`src/rtl/fft_pkg.sv`:
```
// Shared constants, Q16.16 complex sample types and the index bit-reversal helper
// used by the 16-point FFT output reorder buffer.
package fft_pkg;

   localparam int FFT_N     = 16;
   localparam int FFT_LOG2N = $clog2(FFT_N);
   localparam int FFT_DW    = 32;

   typedef logic signed [FFT_DW-1:0] q16_16_t;

   typedef struct packed {
      q16_16_t re;
      q16_16_t im;
   } cplx_t;

   // Reverses the low 'width' bits of x (width <= 8); upper bits return as zero.
   function automatic logic [7:0] bitrev(input logic [7:0] x, input int width);
      logic [7:0] r;
      r = '0;
      for (int b = 0; b < 8; b++) begin
         if (b < width) r[b] = x[3'(width - 1 - b)];
      end
      return r;
   endfunction

endpackage

```
`src/rtl/fft_reorder_bank.sv`:
```
// One N-entry flip-flop bank of the reorder buffer: a single write port and a
// combinational read port.
module fft_reorder_bank #(
   parameter int N = 16,
   parameter int W = 64,
   localparam int AW = $clog2(N)
) (
   input  logic          clk,
   input  logic          we,
   input  logic [AW-1:0] waddr,
   input  logic [W-1:0]  wdata,
   input  logic [AW-1:0] raddr,
   output logic [W-1:0]  rdata
);

   logic [W-1:0] mem [N];

   // Contents need no reset: validity is tracked by the owner's full flags.
   always_ff @(posedge clk) begin
      if (we) mem[waddr] <= wdata;
   end

   assign rdata = mem[raddr];

endmodule

```
`src/rtl/fft_reorder.sv`:
```
// Ping-pong reorder buffer: bit-reversed FFT results in, natural-order frames out.
// Define FFT_REORDER_SCALE_EN to apply 1/N rounding normalisation on the output.
module fft_reorder
   import fft_pkg::*;
#(
   parameter int N  = FFT_N,
   parameter int DW = FFT_DW,
   localparam int LOG2N = $clog2(N)
) (
   input  logic             clk,
   input  logic             rst_n,
   input  logic             in_valid,
   output logic             in_ready,
   input  logic [DW-1:0]    in_r,
   input  logic [DW-1:0]    in_i,
   input  logic             in_last,
   output logic             out_valid,
   input  logic             out_ready,
   output logic [DW-1:0]    out_r,
   output logic [DW-1:0]    out_i,
   output logic [LOG2N-1:0] out_idx,
   output logic             out_last,
   output logic             frame_err
);

   localparam logic [LOG2N-1:0] LAST = LOG2N'(N - 1);

   logic [1:0]       bank_full;
   logic             wbank;
   logic             rbank;
   logic [LOG2N-1:0] wcnt;
   logic [LOG2N-1:0] rcnt;
   logic [LOG2N-1:0] waddr;
   logic [2*DW-1:0]  rdata [2];
   logic [2*DW-1:0]  rsel;
   logic [DW-1:0]    data_r;
   logic [DW-1:0]    data_i;
   logic             accept;
   logic             release_rd;

   assign in_ready   = !bank_full[wbank];
   assign accept     = in_valid && in_ready;
   assign out_valid  = bank_full[rbank];
   assign release_rd = out_valid && out_ready;
   assign waddr      = LOG2N'(bitrev(8'(wcnt), LOG2N));

   for (genvar b = 0; b < 2; b++) begin : g_bank
      fft_reorder_bank #(
         .N (N),
         .W (2 * DW)
      ) u_bank (
         .clk   (clk),
         .we    (accept && (wbank == 1'(b))),
         .waddr (waddr),
         .wdata ({in_r, in_i}),
         .raddr (rcnt),
         .rdata (rdata[b])
      );
   end

   assign rsel = rdata[rbank];

`ifdef FFT_REORDER_SCALE_EN
   // Round half up, then divide by N; the extra bit keeps the rounding add from overflowing.
   function automatic logic [DW-1:0] scale(input logic [DW-1:0] x);
      logic signed [DW:0] t;
      t = signed'({x[DW-1], x});
      t = t + signed'((DW + 1)'(1) << (LOG2N - 1));
      t = t >>> LOG2N;
      return t[DW-1:0];
   endfunction

   assign data_r = scale(rsel[2*DW-1:DW]);
   assign data_i = scale(rsel[DW-1:0]);
`else
   assign data_r = rsel[2*DW-1:DW];
   assign data_i = rsel[DW-1:0];
`endif

   // Output fields are forced to zero whenever no sample is being presented.
   always_comb begin
      out_r    = '0;
      out_i    = '0;
      out_idx  = '0;
      out_last = 1'b0;
      if (out_valid) begin
         out_r    = data_r;
         out_i    = data_i;
         out_idx  = rcnt;
         out_last = (rcnt == LAST);
      end
   end

   // Writer fills a bank and the reader drains the other, so the two flag
   // updates below never target the same bank in one cycle.
   always_ff @(posedge clk or negedge rst_n) begin
      if (!rst_n) begin
         bank_full <= '0;
         wbank     <= 1'b0;
         rbank     <= 1'b0;
         wcnt      <= '0;
         rcnt      <= '0;
         frame_err <= 1'b0;
      end else begin
         if (accept) begin
            wcnt <= wcnt + LOG2N'(1);
            if (wcnt == LAST) begin
               bank_full[wbank] <= 1'b1;
               wbank            <= !wbank;
            end
            if (in_last && (wcnt != LAST)) frame_err <= 1'b1;
         end
         if (release_rd) begin
            rcnt <= rcnt + LOG2N'(1);
            if (rcnt == LAST) begin
               bank_full[rbank] <= 1'b0;
               rbank            <= !rbank;
            end
         end
      end
   end

endmodule

```
`config.mk`:
```
export PLATFORM = sky130hd
export DESIGN_NAME = fft_reorder
export DESIGN_NICKNAME = d
export VERILOG_FILES = /design/src/rtl/fft_pkg.sv /design/src/rtl/fft_reorder_bank.sv /design/src/rtl/fft_reorder.sv
export SDC_FILE = /design/constraint.sdc
export NUM_CORES = 2
export LEC_CHECK = 0
export CAP_MARGIN = 20
export CORE_MARGIN = 2
export CORE_UTILIZATION = 60
export DETAILED_ROUTE_END_ITERATION = 8
export MAX_ROUTING_LAYER = met4
export PLACE_DENSITY = 0.87
export REMOVE_ABC_BUFFERS = 1
export SLEW_MARGIN = 10
export SYNTH_ARGS = -nofsm -noshare
export SYNTH_HDL_FRONTEND = slang
export SYNTH_SLANG_ARGS = --single-unit
```
`constraint.sdc`:
```
create_clock -name clk -period 7.45 [get_ports clk]
set_input_delay 1.1175 -clock clk [delete_from_list [all_inputs] [get_ports clk]]
set_output_delay 1.1175 -clock clk [all_outputs]
set_load 0.02 [all_outputs]
```
==> run_results.csv <==
group,metric,value,unit
logic_synthesis,synthFlopType,"edfxtp_1",
routing,drc,0,
place,placed_area,82400,um^2
logic_synthesis,yosysWarnings,0,
grt,grt_overflow_total,0,
grt,grt_pass1_vias,41200,
clock_tree,cts_root_buffer,"clkbuf_16",
routing,viasPerCell,7.23,
logic_synthesis,ys_seq_area_share,78.5,%
logic_synthesis,syn_area,78800,um^2
routing,num_vias,40300,
place,io_buffers,140,
place,place_ws,2.09,ns
logic_synthesis,synthCells,3429,
setup_path,reg2regPathDepth,6,
grt,antenna_found_initial,17,
timing,tightest_slew,1.21,ns
setup_path,cp-start-kind,"register",
power_and_ir_drop,power.leakage,28.2,nW
logic_synthesis,synthTopCellsByArea,"edfxtp_1, mux4_2, mux2i_1",
die,io_pins,141,
die,initial_core_util,60.6,%
timing,setup_ws,0.949,ns
final_layout,area_growth_syn_to_layout,12.5,%
clock_tree,cts_resized,0,
logic_synthesis,synthDistinctLibCells,46,
setup_path,end_kind,"output port",
setup_path,required,6.33,ns
timing,fin_worst_skew,0.0445,ns
setup_path,worst_ep_arrival_time,5.38,ns
clock_tree,cts_tree,"built",
power_and_ir_drop,powerDensity,364,nW/um^2
logic_synthesis,yosysMostFrequentCell,"edfxtp_1",
logic_synthesis,async_flop_share,0.631,%
die,die_area,134000,um^2
routing,wl_per_cell,38.6,um
grt,grt_first_pass_wirelength,303000,um
die,die_h,366,um
routing,finalWirelength,215000,um
routing,first_pass_iters,6,
setup_path,critPathLaunch,"rcnt[1]",
die,die_w,366,um
clock_tree,clk_pin_slew,0.06,ns
min_path,hold_depth,1,
setup_path,r2r_start,"wcnt[0]",
routing,drtAntennaViolNets,0,
die,rows,132,
clock_tree,post_cts_buffers,0,
logic_synthesis,synth_top_area_share,78.1,%
setup_path,worstPathMaxFanout,50,
clock_tree,max-clock-path-buffers,3,
timing,min_period,6.50,ns
outcome,status,"completed",
final_layout,nets,3744,
setup_path,reg2reg_slack,3.87,ns
timing,slew_headroom,19.1,%
grt,grt_max_degree,123,
final_layout,design_area,88600,um^2
final_layout,drive_gt1_share,22.9,%
logic_synthesis,syn_avg_cell_area,23.0,um^2
timing,post-route-period-util,87.3,%
clock_tree,numCtsBuffers,190,
timing,hold_viol,0,
timing,setup_viol,0,
place,dp_hpwl,97400,um
timing,rsz0062_at_grt,"false",
logic_synthesis,synth_edf_count,2048,
setup_path,r2r_end,"g_bank[1].u_bank.mem[0][36]",
setup_path,crit_type,"reg2out",
final_layout,fillers,7180,
min_path,hold_end,"frame_err",
clock_tree,clock_sinks,2061,
clock_tree,hold_buffers,0,
timing,finalMaxSlewViolations,0,
min_path,hp-start,"frame_err",
place,gp_congestion,0.793,
clock_tree,htreeDepth,4,
clock_tree,clock_latency,0.82,ns
routing,drtIter0Drc,7799,
logic_synthesis,synthTopCellsByCount,"edfxtp_1, mux4_2, mux2i_1",
timing,fmax,154,MHz
job,max-cap-violations,0,
min_path,hold_class,"reg2reg",
logic_synthesis,yosysTopAreaCell,"edfxtp_1",
grt,grt_usage,33.1,%
logic_synthesis,ys_ff_latch,2061,
die,core_area,130000,um^2
power_and_ir_drop,ir_worst_vdd,0.320,mV
==> stage by stage <==
stage	instances	hold slack [ns]	setup TNS (ns)	util (%)	total power, W
floorplan	3242	0.530	-1028.06	-	0.0203
detailed placement	5202	0.476	0	63.4	0.0225
CTS	5543	0.489	0	67.9	0.0322
global placement	5202	0.454	0	63.4	0.0222
finish	5580	0.489	0	68.2	0.0323
global route	5577	0.500	0	68.2	0.0330
==> per-layer routing <==
layer	share of wire (%)	wire, um	track usage, %
met1	32	68700	41.4
met5	0	0	-
met3	13	28700	7.81
met2	49	106000	51.8
met4	5.5	11700	15.8
==> logic make-up (layout without fill, tap and decap cells) <==
group | count (synthesis) | after routing | synth area share [%]
and+or+nand+nor | 169 | 169 | 1.05
buffers and inverters | 192 | 582 | 1.21
AOI/OAI and AO/OA | 205 | 205 | 1.96
xor gates and xnor gates | 7 | 7 | 0.0778
adders and majority gates | 5 | 5 | 0.0794
other | 0 | 19 | 0
DFF | 2061 | 2061 | 78.5
muxes | 790 | 790 | 17.1
==> sequential cells by signal, indices dropped and copies added (netlist names) <==
name               count
bank_full              2
rcnt                   4
rbank                  1
g_bank.u_bank.mem   2048
frame_err              1
wbank                  1
wcnt                   4
==> worst max path at each step <==
stage / to / slack [ns] / cells past startpoint
after floorplan: out_i[12] / -17.15 / 4
after global placement: out_i[21] / 2.24 / 6
after detailed placement: out_i[21] / 2.09 / 6
after CTS: out_i[21] / 1.11 / 6
after global routing: out_i[21] / 1.03 / 6
final: out_i[21] / 0.95 / 6
==> cell type report <==
| cell class | instances | area (um^2) | area share (%) |
|---|---|---|---|
| timing repair buffer | 236 | 2400 | 2.71 |
| clock inverter | 100 | 905 | 1.02 |
| sequential | 2061 | 61800 | 69.8 |
| inverter | 5 | 26.3 | 0.0297 |
| clock buffer | 241 | 5020 | 5.67 |
| tap | 1742 | 2180 | 2.46 |
| antenna | 19 | 47.5 | 0.0537 |
| multi-input combinational | 1176 | 16200 | 18.3 |
==> cell usage in the layout, fill, tap and decap left out, types with 10 or more instances in the layout <==
master,synthesis,layout
o221ai_1,39,39
nor2_1,29,17
bufinv_16,0,15
nand3_1,24,23
edfxtp_1,2048,2048
o22ai_1,19,19
mux2_2,35,35
clkbuf_16,0,193
a22oi_1,43,43
dfrtp_1,13,10
buf_8,0,12
clkdlybuf4s50_1,0,140
buf_4,31,65
nand4_1,11,11
clkbuf_1,83,47
diode_2,0,19
clkinv_1,1,41
a21oi_1,25,25
o22a_1,40,40
and2_4,0,15
nor2_4,0,12
nor3_1,14,10
mux4_2,444,444
clkinv_2,0,28
buf_12,0,15
mux2i_1,311,310
nand2_1,45,45
==> report_power, final <==
| part | switching (W) | internal, W |
|---|---|---|
| sequential | 0.000346 | 0.0133 |
| combinational | 0.00512 | 0.00395 |
| clock | 0.00426 | 0.00528 |
| total | 0.00973 | 0.0226 |
==> worst max-delay path: stages (launching register included) <==
cell and delay (ns):
dfrtp_4 1.04, buf_4 0.66, buf_4 0.60, mux4_2 0.39
mux2i_1 0.13, a211oi_1 0.87, clkdlybuf4s50_1 0.78
No activity file was read; power rests on OpenSTA's default activity.
